<file path="src/rtl/store_buffer.sv">
// Store buffer: circular FIFO of pending stores that drain to memory in order.
// Loads forward from the youngest pending store whose word address (bits [11:0]) matches.
module store_buffer #(
  parameter int unsigned DEPTH = 4,
  parameter int unsigned AW    = 32,
  parameter int unsigned DW    = 32
) (
  input  logic                     clk,
  input  logic                     rst,
  input  logic                     in_valid,
  output logic                     in_ready,
  input  logic [AW-1:0]            in_addr,
  input  logic [DW-1:0]            in_data,
  input  logic                     drain_en,
  output logic                     write,
  output logic [AW-1:0]            write_addr,
  output logic [DW-1:0]            write_val,
  input  logic [AW-1:0]            lookup_addr,
  output logic                     lookup_hit,
  output logic [DW-1:0]            lookup_data,
  output logic [$clog2(DEPTH):0]   count,
  output logic                     empty,
  output logic                     full
);

  localparam int unsigned PW = $clog2(DEPTH);
  localparam int unsigned CW = $clog2(DEPTH) + 1;
  localparam int unsigned MW = (AW < 12) ? AW : 12;

  logic [AW-1:0] addr_q [DEPTH];
  logic [DW-1:0] data_q [DEPTH];
  logic [PW-1:0] head, tail;
  logic [CW-1:0] cnt;
  logic          accept;
  logic          hit;
  logic [DW-1:0] hit_data;

  assign empty    = (cnt == '0);
  assign full     = (cnt == CW'(DEPTH));
  assign count    = cnt;
  assign in_ready = !full && !rst;
  assign accept   = in_valid && in_ready;
  assign write    = !empty && drain_en && !rst;

  assign write_addr = empty ? '0 : addr_q[head];
  assign write_val  = empty ? '0 : data_q[head];

  always_ff @(posedge clk) begin
    if (rst) begin
      head <= '0;
      tail <= '0;
      cnt  <= '0;
    end else begin
      if (accept) tail <= tail + 1'b1;
      if (write)  head <= head + 1'b1;
      case ({accept, write})
        2'b10:   cnt <= cnt + 1'b1;
        2'b01:   cnt <= cnt - 1'b1;
        default: cnt <= cnt;
      endcase
    end
  end

  // Entry storage needs no reset; validity comes solely from head/count.
  always_ff @(posedge clk) begin
    if (accept) begin
      addr_q[tail] <= in_addr;
      data_q[tail] <= in_data;
    end
  end

  // Walk oldest to youngest so the last match wins.
  always_comb begin
    logic [PW-1:0] idx;
    idx      = '0;
    hit      = 1'b0;
    hit_data = '0;
    for (int unsigned k = 0; k < DEPTH; k++) begin
      idx = head + PW'(k);
      if ((k < 32'(cnt)) && (addr_q[idx][MW-1:0] == lookup_addr[MW-1:0])) begin
        hit      = 1'b1;
        hit_data = data_q[idx];
      end
    end
  end

  assign lookup_hit  = hit && !rst;
  assign lookup_data = rst ? '0 : hit_data;

endmodule

</file>
<file path="config.mk">
export PLATFORM = sky130hd
export DESIGN_NAME = store_buffer
export DESIGN_NICKNAME = d
export VERILOG_FILES = /design/src/rtl/store_buffer.sv
export SDC_FILE = /design/constraint.sdc
export NUM_CORES = 1
export LEC_CHECK = 0
export ABC_CLOCK_PERIOD_IN_PS = 4400
export CELL_PAD_IN_SITES_DETAIL_PLACEMENT = 0
export CELL_PAD_IN_SITES_GLOBAL_PLACEMENT = 1
export CORE_ASPECT_RATIO = 1.1
export CORE_MARGIN = 10
export CORE_UTILIZATION = 35
export DETAILED_ROUTE_END_ITERATION = 8
export PLACE_DENSITY_LB_ADDON = 0.1
export SETUP_SLACK_MARGIN = 0.15
export SLEW_MARGIN = 25
export SYNTH_ARGS = -nofsm -noshare
export SYNTH_HDL_FRONTEND = slang
export SYNTH_SLANG_ARGS = --single-unit
export TNS_END_PERCENT = 20
</file>
<file path="constraint.sdc">
create_clock -name clk -period 4.4 [get_ports clk]
set_input_delay 0.88 -clock clk [delete_from_list [all_inputs] [get_ports clk]]
set_output_delay 0.88 -clock clk [all_outputs]
set_load 0.05 [all_outputs]
</file>
Yosys cells after proc, flatten, opt, wreduce, memory -nomap -nowiden:

Memories as Yosys holds them, arrays and structs flattened. A register that Yosys moved wholly into a read port is not among the register bits.
Cells that the tools add are included.

* bits in registers: 7
* RAM bits: 256
* input port bits: 100
* output and inout bits: 104
* word-level logic and storage cells: 54
* memories: 2

* add/subtract/negate cells: 6
* order comparisons: 4
* equal/unequal tests: 7
* mux-type cells: 18
* reductions and logical operators: 14

Memory list
* addr_q: depth 4, width 32, rd ports 4, clocked after Yosys merged registers in 1, write ports 1, RTL line 30 `logic [AW-1:0] addr_q [DEPTH];`
* data_q: depth 4, width 32, rd ports 4, clocked after Yosys merged registers in 1, write ports 1, RTL line 31 `logic [DW-1:0] data_q [DEPTH];`

Operators by type and width (number)
* $mux 32: 7
* $eq 12x12->1: 4
* $logic_and 1x1->1: 9
* $mux 2: 4
* $lt 1x3->1 const A: 2
* $lt 2x3->1 const A: 2
* $mux 1: 6
* $pmux 3 s2: 1
* $add 2x1->2 const B: 2
* $add 2x2->2 const B: 2
* $add 3x1->3 const B: 1
* $eq 3x3->1 const B: 1
* $logic_not 1->1: 3
* $logic_not 3->1: 1
* $sub 3x1->3 const B: 1
* $eq 2x1->1 const B: 1
* $eq 2x2->1 const B: 1
* $reduce_bool 2->1: 1

Depth between registers and ports, before layout:

An unclocked memory read counts as a cell.

* depth in word-level cells: 8
* depth in mapped cells: 12
* mapped depth without buffers: 10

Least setup slack after synthesis:

Ideal clock, no wire load.

* kind: register -> register
* from: reg cnt[0] (netlist: count[0])
* to: mem addr_q[0][0], enable pin
* library setup time: 0.429 ns
* arrival time: 3.943 ns
* data required time: 3.971 ns
* setup slack: 0.027 ns
* stages on the path, launching flop included: 6
* path buffers: 0
* period minus slack after synthesis: 4.373 ns
* path through: dfxtp_1 inv_1 ha_1 and2_1 nor2_1 and3_1

* word-level cells in the longest chain between the ends: 6

Ends and longest elaborated chain
* start, declared: RTL line 33 `logic [CW-1:0] cnt;`
* start signal, assigned: RTL line 57 `2'b10: cnt <= cnt + 1'b1;`
* start signal, assigned: RTL line 58 `2'b01: cnt <= cnt - 1'b1;`
* start signal, assigned: RTL line 59 `default: cnt <= cnt;`
* $eq 3x3->1: RTL line 39 `assign full = (cnt == CW'(DEPTH));`
* via full: RTL line 23 `output logic full`
* $logic_not 1->1: RTL line 41 `assign in_ready = !full && !rst;`
* $logic_and 1x1->1: RTL line 41
* via in_ready: RTL line 11 `output logic in_ready,`
* $logic_and 1x1->1: RTL line 42 `assign accept = in_valid && in_ready;`
* $mux 1: RTL line 66 `if (accept) begin`
* $mux 1 (implied by the code): RTL line 67 `addr_q[tail] <= in_addr;`
* end, declared: RTL line 30

The timed path passes the listed nets, and every way through them passes these cells.

Worst setup path after layout:

* from: reg head[1]
* to: out lookup_data[10]

* word-level cells in the longest chain between the ends: 8
* elaborated cells on any way between the ends: 15
* classes of those cells: 3 x add/sub; 3 x eq/ne; 4 x mux; 3 x reduce/logical; 2 x memory

Ends and longest elaborated chain
* start, declared: RTL line 32 `logic [PW-1:0] head, tail;`
* start signal, assigned: RTL line 55 `if (write) head <= head + 1'b1;`
* $add 2x1->2: RTL line 79 `idx = head + PW'(k);`
* $mem_v2 4x32
* $eq 12x12->1: RTL line 80 `if ((k < 32'(cnt)) && (addr_q[idx][MW-1:0] == lookup_addr[MW-1:0])) begin`
* $logic_and 1x1->1: RTL line 80
* $mux 32 (2 in series): RTL line 80
* $mux 32 (*): RTL line 80
* $mux 32 (*): RTL line 88 `assign lookup_data = rst ? '0 : hit_data;`
* end, declared: RTL line 20 `output logic [DW-1:0] lookup_data,`

Mark *: on every way between the ends. The rest lies on a longest branch, timed or not.

==> flow_summary.toml <==
[synthesis]
synth_top_area_cell = "edfxtp_1"
yosysSeqAreaShare_pct = 50.0
synth.top_cells.by_area = "edfxtp_1 (49%), mux4_2 (25%), nor3b_1 (3.1%), and2_1 (2.6%), mux2i_1 (2.4%)"
synthCells = 988
yosys_warnings = 0
synth_edf_count = 256
synthMostInstantiatedCell = "edfxtp_1"
synth_commonest_cells = "edfxtp_1 (256), mux4_2 (175), and2_1 (66)"
synth_area_um2 = 15700
avgSynthCellArea_um2 = 15.9
async_reset_ff_share_pct = 0
ys_types = 45
ys_ff_latch = 265
synth_fp_nets = 1097
yosysTopAreaCellShare_pct = 48.9
synth_top_flop_cell = "edfxtp_1"

[grt]
met3_usage_pct = 3.43
grtUsageMet2_pct = 28.9
antenna_found_initial = 6
use_met1_pct = 21.0
grt_usage_pct = 16.8
grt_pass1_wl_um = 70000
gr-total-overflow = 0
grt_pass1_vias = 10979
grt_start_max_net_pins = 66
grt-busiest-layer = "met2"

[floorplan]
start_util_pct = 35.4
rows = 81
fp.dieH_um = 242
die_w_um = 222
core-area_um2 = 44500
design.die.area_um2 = 53800
ios = 204

[worst_setup_path]
rr_startpoint = "count[0]"
cp.required_ns = 3.52
cpMaxStageDelayCell = "mux4_2"
cpPeakStageDelay_ns = 0.56
crit_family = "simple AND/OR/NAND/NOR gates"
path_class = "reg2out"
reg2reg_to = "data_q[2][7]"
ff2ff_path_depth = 6
r2r_slack_ns = 1.60
cp-end-kind = "output pin"
worstPathArrival_ns = 3.64
crit_fanout = 20
worst-path-buf-inv = 2
cp-start-kind = "flip-flop"
path_cells = "mux4_2 -> xnor2_2 -> nand2_1 -> a2111o_1 -> or4_4 -> buf_12 -> and4b_1 -> a211o_1 -> buf_6"
crit_cells = 9

[power]
pwr-share-comb_pct = 29.6
power.internal_uw = 5400
seqPwrFrac_pct = 37.8
leakagePower_uw = 0.00673
clkPwrFrac_pct = 32.6
p_sw_uw = 2340
peakVddDrop_uv = 302
power_density_nw_per_um2 = 386
switching_share_pct = 30.3

[outcome]
violations = "negative setup slack"
status = "finished with violations"

[sta]
drv_slew = 0
setup_violations = 32
fin_crit_sh_pct = 103
slew_headroom_pct = 45.1
hold_viol_final = 0
worst_slew_pin_slew_ns = 0.824
period_minus_slack_ns = 4.52
fmax_ghz = 0.221
hold_slack_ns = 0.555
finalWorstSetupSlack_ns = -0.116
fin_skew_ns = 0.0135
grt_setup_unrepaired = "true"

[layout]
layout-drive-gt1-share_pct = 34.1
finalNetCount = 1291
finalNonFillerCells = 1786
finish.utilization_pct = 45.0
fillCellCount = 3980
design_area_um2 = 20000
area_growth_pct = 27.3

[clocking]
cts.sinks = 265
cts_tree = "yes"
clk_pin_slew_ns = 0.06
cts_buffers = 30
clock-root-buffer = "clkbuf_16"
cts_buffer_depth = 3
clock_latency_ns = 0.57
cts_hold_buf = 0
cts_max_level = 1

[hold_path]
holdPathStages = 2
worstHoldStart = "tail[1]"
min_path_type = "reg2reg"
whs_endpoint = "tail[1]"

[route]
num_vias = 10104
drt-total-wl_um = 46600
first_pass_iters = 4
drt-initial-drc-count = 552
via_per_inst = 5.66
drt.antenna.violating_nets = 0
wl_per_cell_um = 26.1
route.detailed.drc = 0

[placed_design]
dp_cells = 1714
place_congestion = 0.766
dpl_cell_area_um2 = 18500
port_buffers = 183
place_hpwl_um = 30400

[run]
maxCapViolCount = 0
## cell type report
class | instances | area, um2 | share of cell area, %
Antenna cell | 1 | 2.50 | 0.0125
Clock buffer | 37 | 777 | 3.88
Clock inverter | 17 | 224 | 1.12
Inverter | 9 | 37.5 | 0.187
Multi-Input combinational cell | 614 | 7580 | 37.9
Sequential cell | 265 | 7880 | 39.4
Tap cell | 581 | 727 | 3.63
Timing Repair Buffer | 262 | 2800 | 14.0
## metal layers
metal / routed length, um / vias to the layer above
li1: - / 4488
met3: 2610 / 63
met5: 72 / -
met2: 23400 / 247
met4: 896 / 10
met1: 19600 / 5296
## timing repair
| action | 4_1_cts | 5_1_grt |
|---|---|---|
| cloned | 2 | 2 |
| gates resized for setup | 64 | 7 |
| pin swaps | 20 | 6 |
| buffers inserted | 13 | 0 |
| setup endpoints to repair | 33 | 33 |
## power groups by stage
stage / registers [uW] / clock network, uW / logic, uW
after global placement: 2990 / 0 / 2280
after CTS: 2930 / 2610 / 2330
after global routing: 2940 / 2710 / 2430
final: 2930 / 2520 / 2290
after detailed placement: 2990 / 0 / 2280
after floorplan: 2950 / 0 / 1550
## sequential cells by signal (all words and copies together) (netlist names), named ones only
signal,flops
count,3
tail,2
head,2
addr_q,128
data_q,128
## placed cells by master (no fill, tap or decap), types with 3 or more instances in the layout
cell type and instances:
clkdlybuf4s50_1 149, a31o_2 31, mux2i_1 37, nand4_1 4, clkbuf_1 7, mux4_2 176, clkinv_1 3, and4b_1 32
and3_4 4, nand2_1 14, a21oi_1 6, xnor2_1 37, and3_1 33, a211o_1 32, nor2_1 13, xor2_1 13
xnor2_2 5, inv_1 8, nor3b_1 42, nor3_1 4, nand3_1 4, dfxtp_4 4, dfxtp_1 5, buf_4 52
nor3b_2 21, clkbuf_16 32, and2_1 66, buf_6 35, edfxtp_1 256, ha_1 9, o221ai_1 4, bufinv_16 5
buf_12 19, clkinv_2 6
## worst min-delay path: cells and delay by family (launching register included)
kind / cells / cell delay (ns)
AO/OA/AOI/OAI: 1 / 0.08
buffers and inverters: 1 / 0.10
flip-flops: 1 / 0.33
## kinds of logic after synthesis
family / Yosys count / share of synthesized area (%)
AO/OA/AOI/OAI: 87 / 4.64
AND/OR/NAND/NOR: 249 / 10.7
flip-flops: 265 / 50.0
XOR/XNOR: 55 / 3.06
multiplexers: 214 / 27.6
buffers and inverters: 109 / 3.20
adder cells (fa/ha/maj): 9 / 0.716
## metrics by stage
step	power (uW)	setup TNS (ns)	worst slack, ns
after floorplan	4500	0	0.0283
after global routing	8080	-7.70	-0.275
final	7740	-2.29	-0.116
after global placement	5270	-0.214	-0.0452
after CTS	7870	-3.96	-0.161
after detailed placement	5260	-0.239	-0.0609
## how the worst max path moves through the flow
| stage | startpoint | endpoint | slack [ns] |
|---|---|---|---|
| after floorplan | count[0] | addr_q[2][0] | 0.03 |
| after global placement | lookup_addr[11] | lookup_data[22] | -0.05 |
| after detailed placement | lookup_addr[11] | lookup_data[22] | -0.06 |
| after CTS | head[1] | lookup_data[30] | -0.16 |
| after global routing | head[1] | lookup_data[22] | -0.28 |
| final | head[1] | lookup_data[10] | -0.12 |
Power figures use the tool's default switching activity.
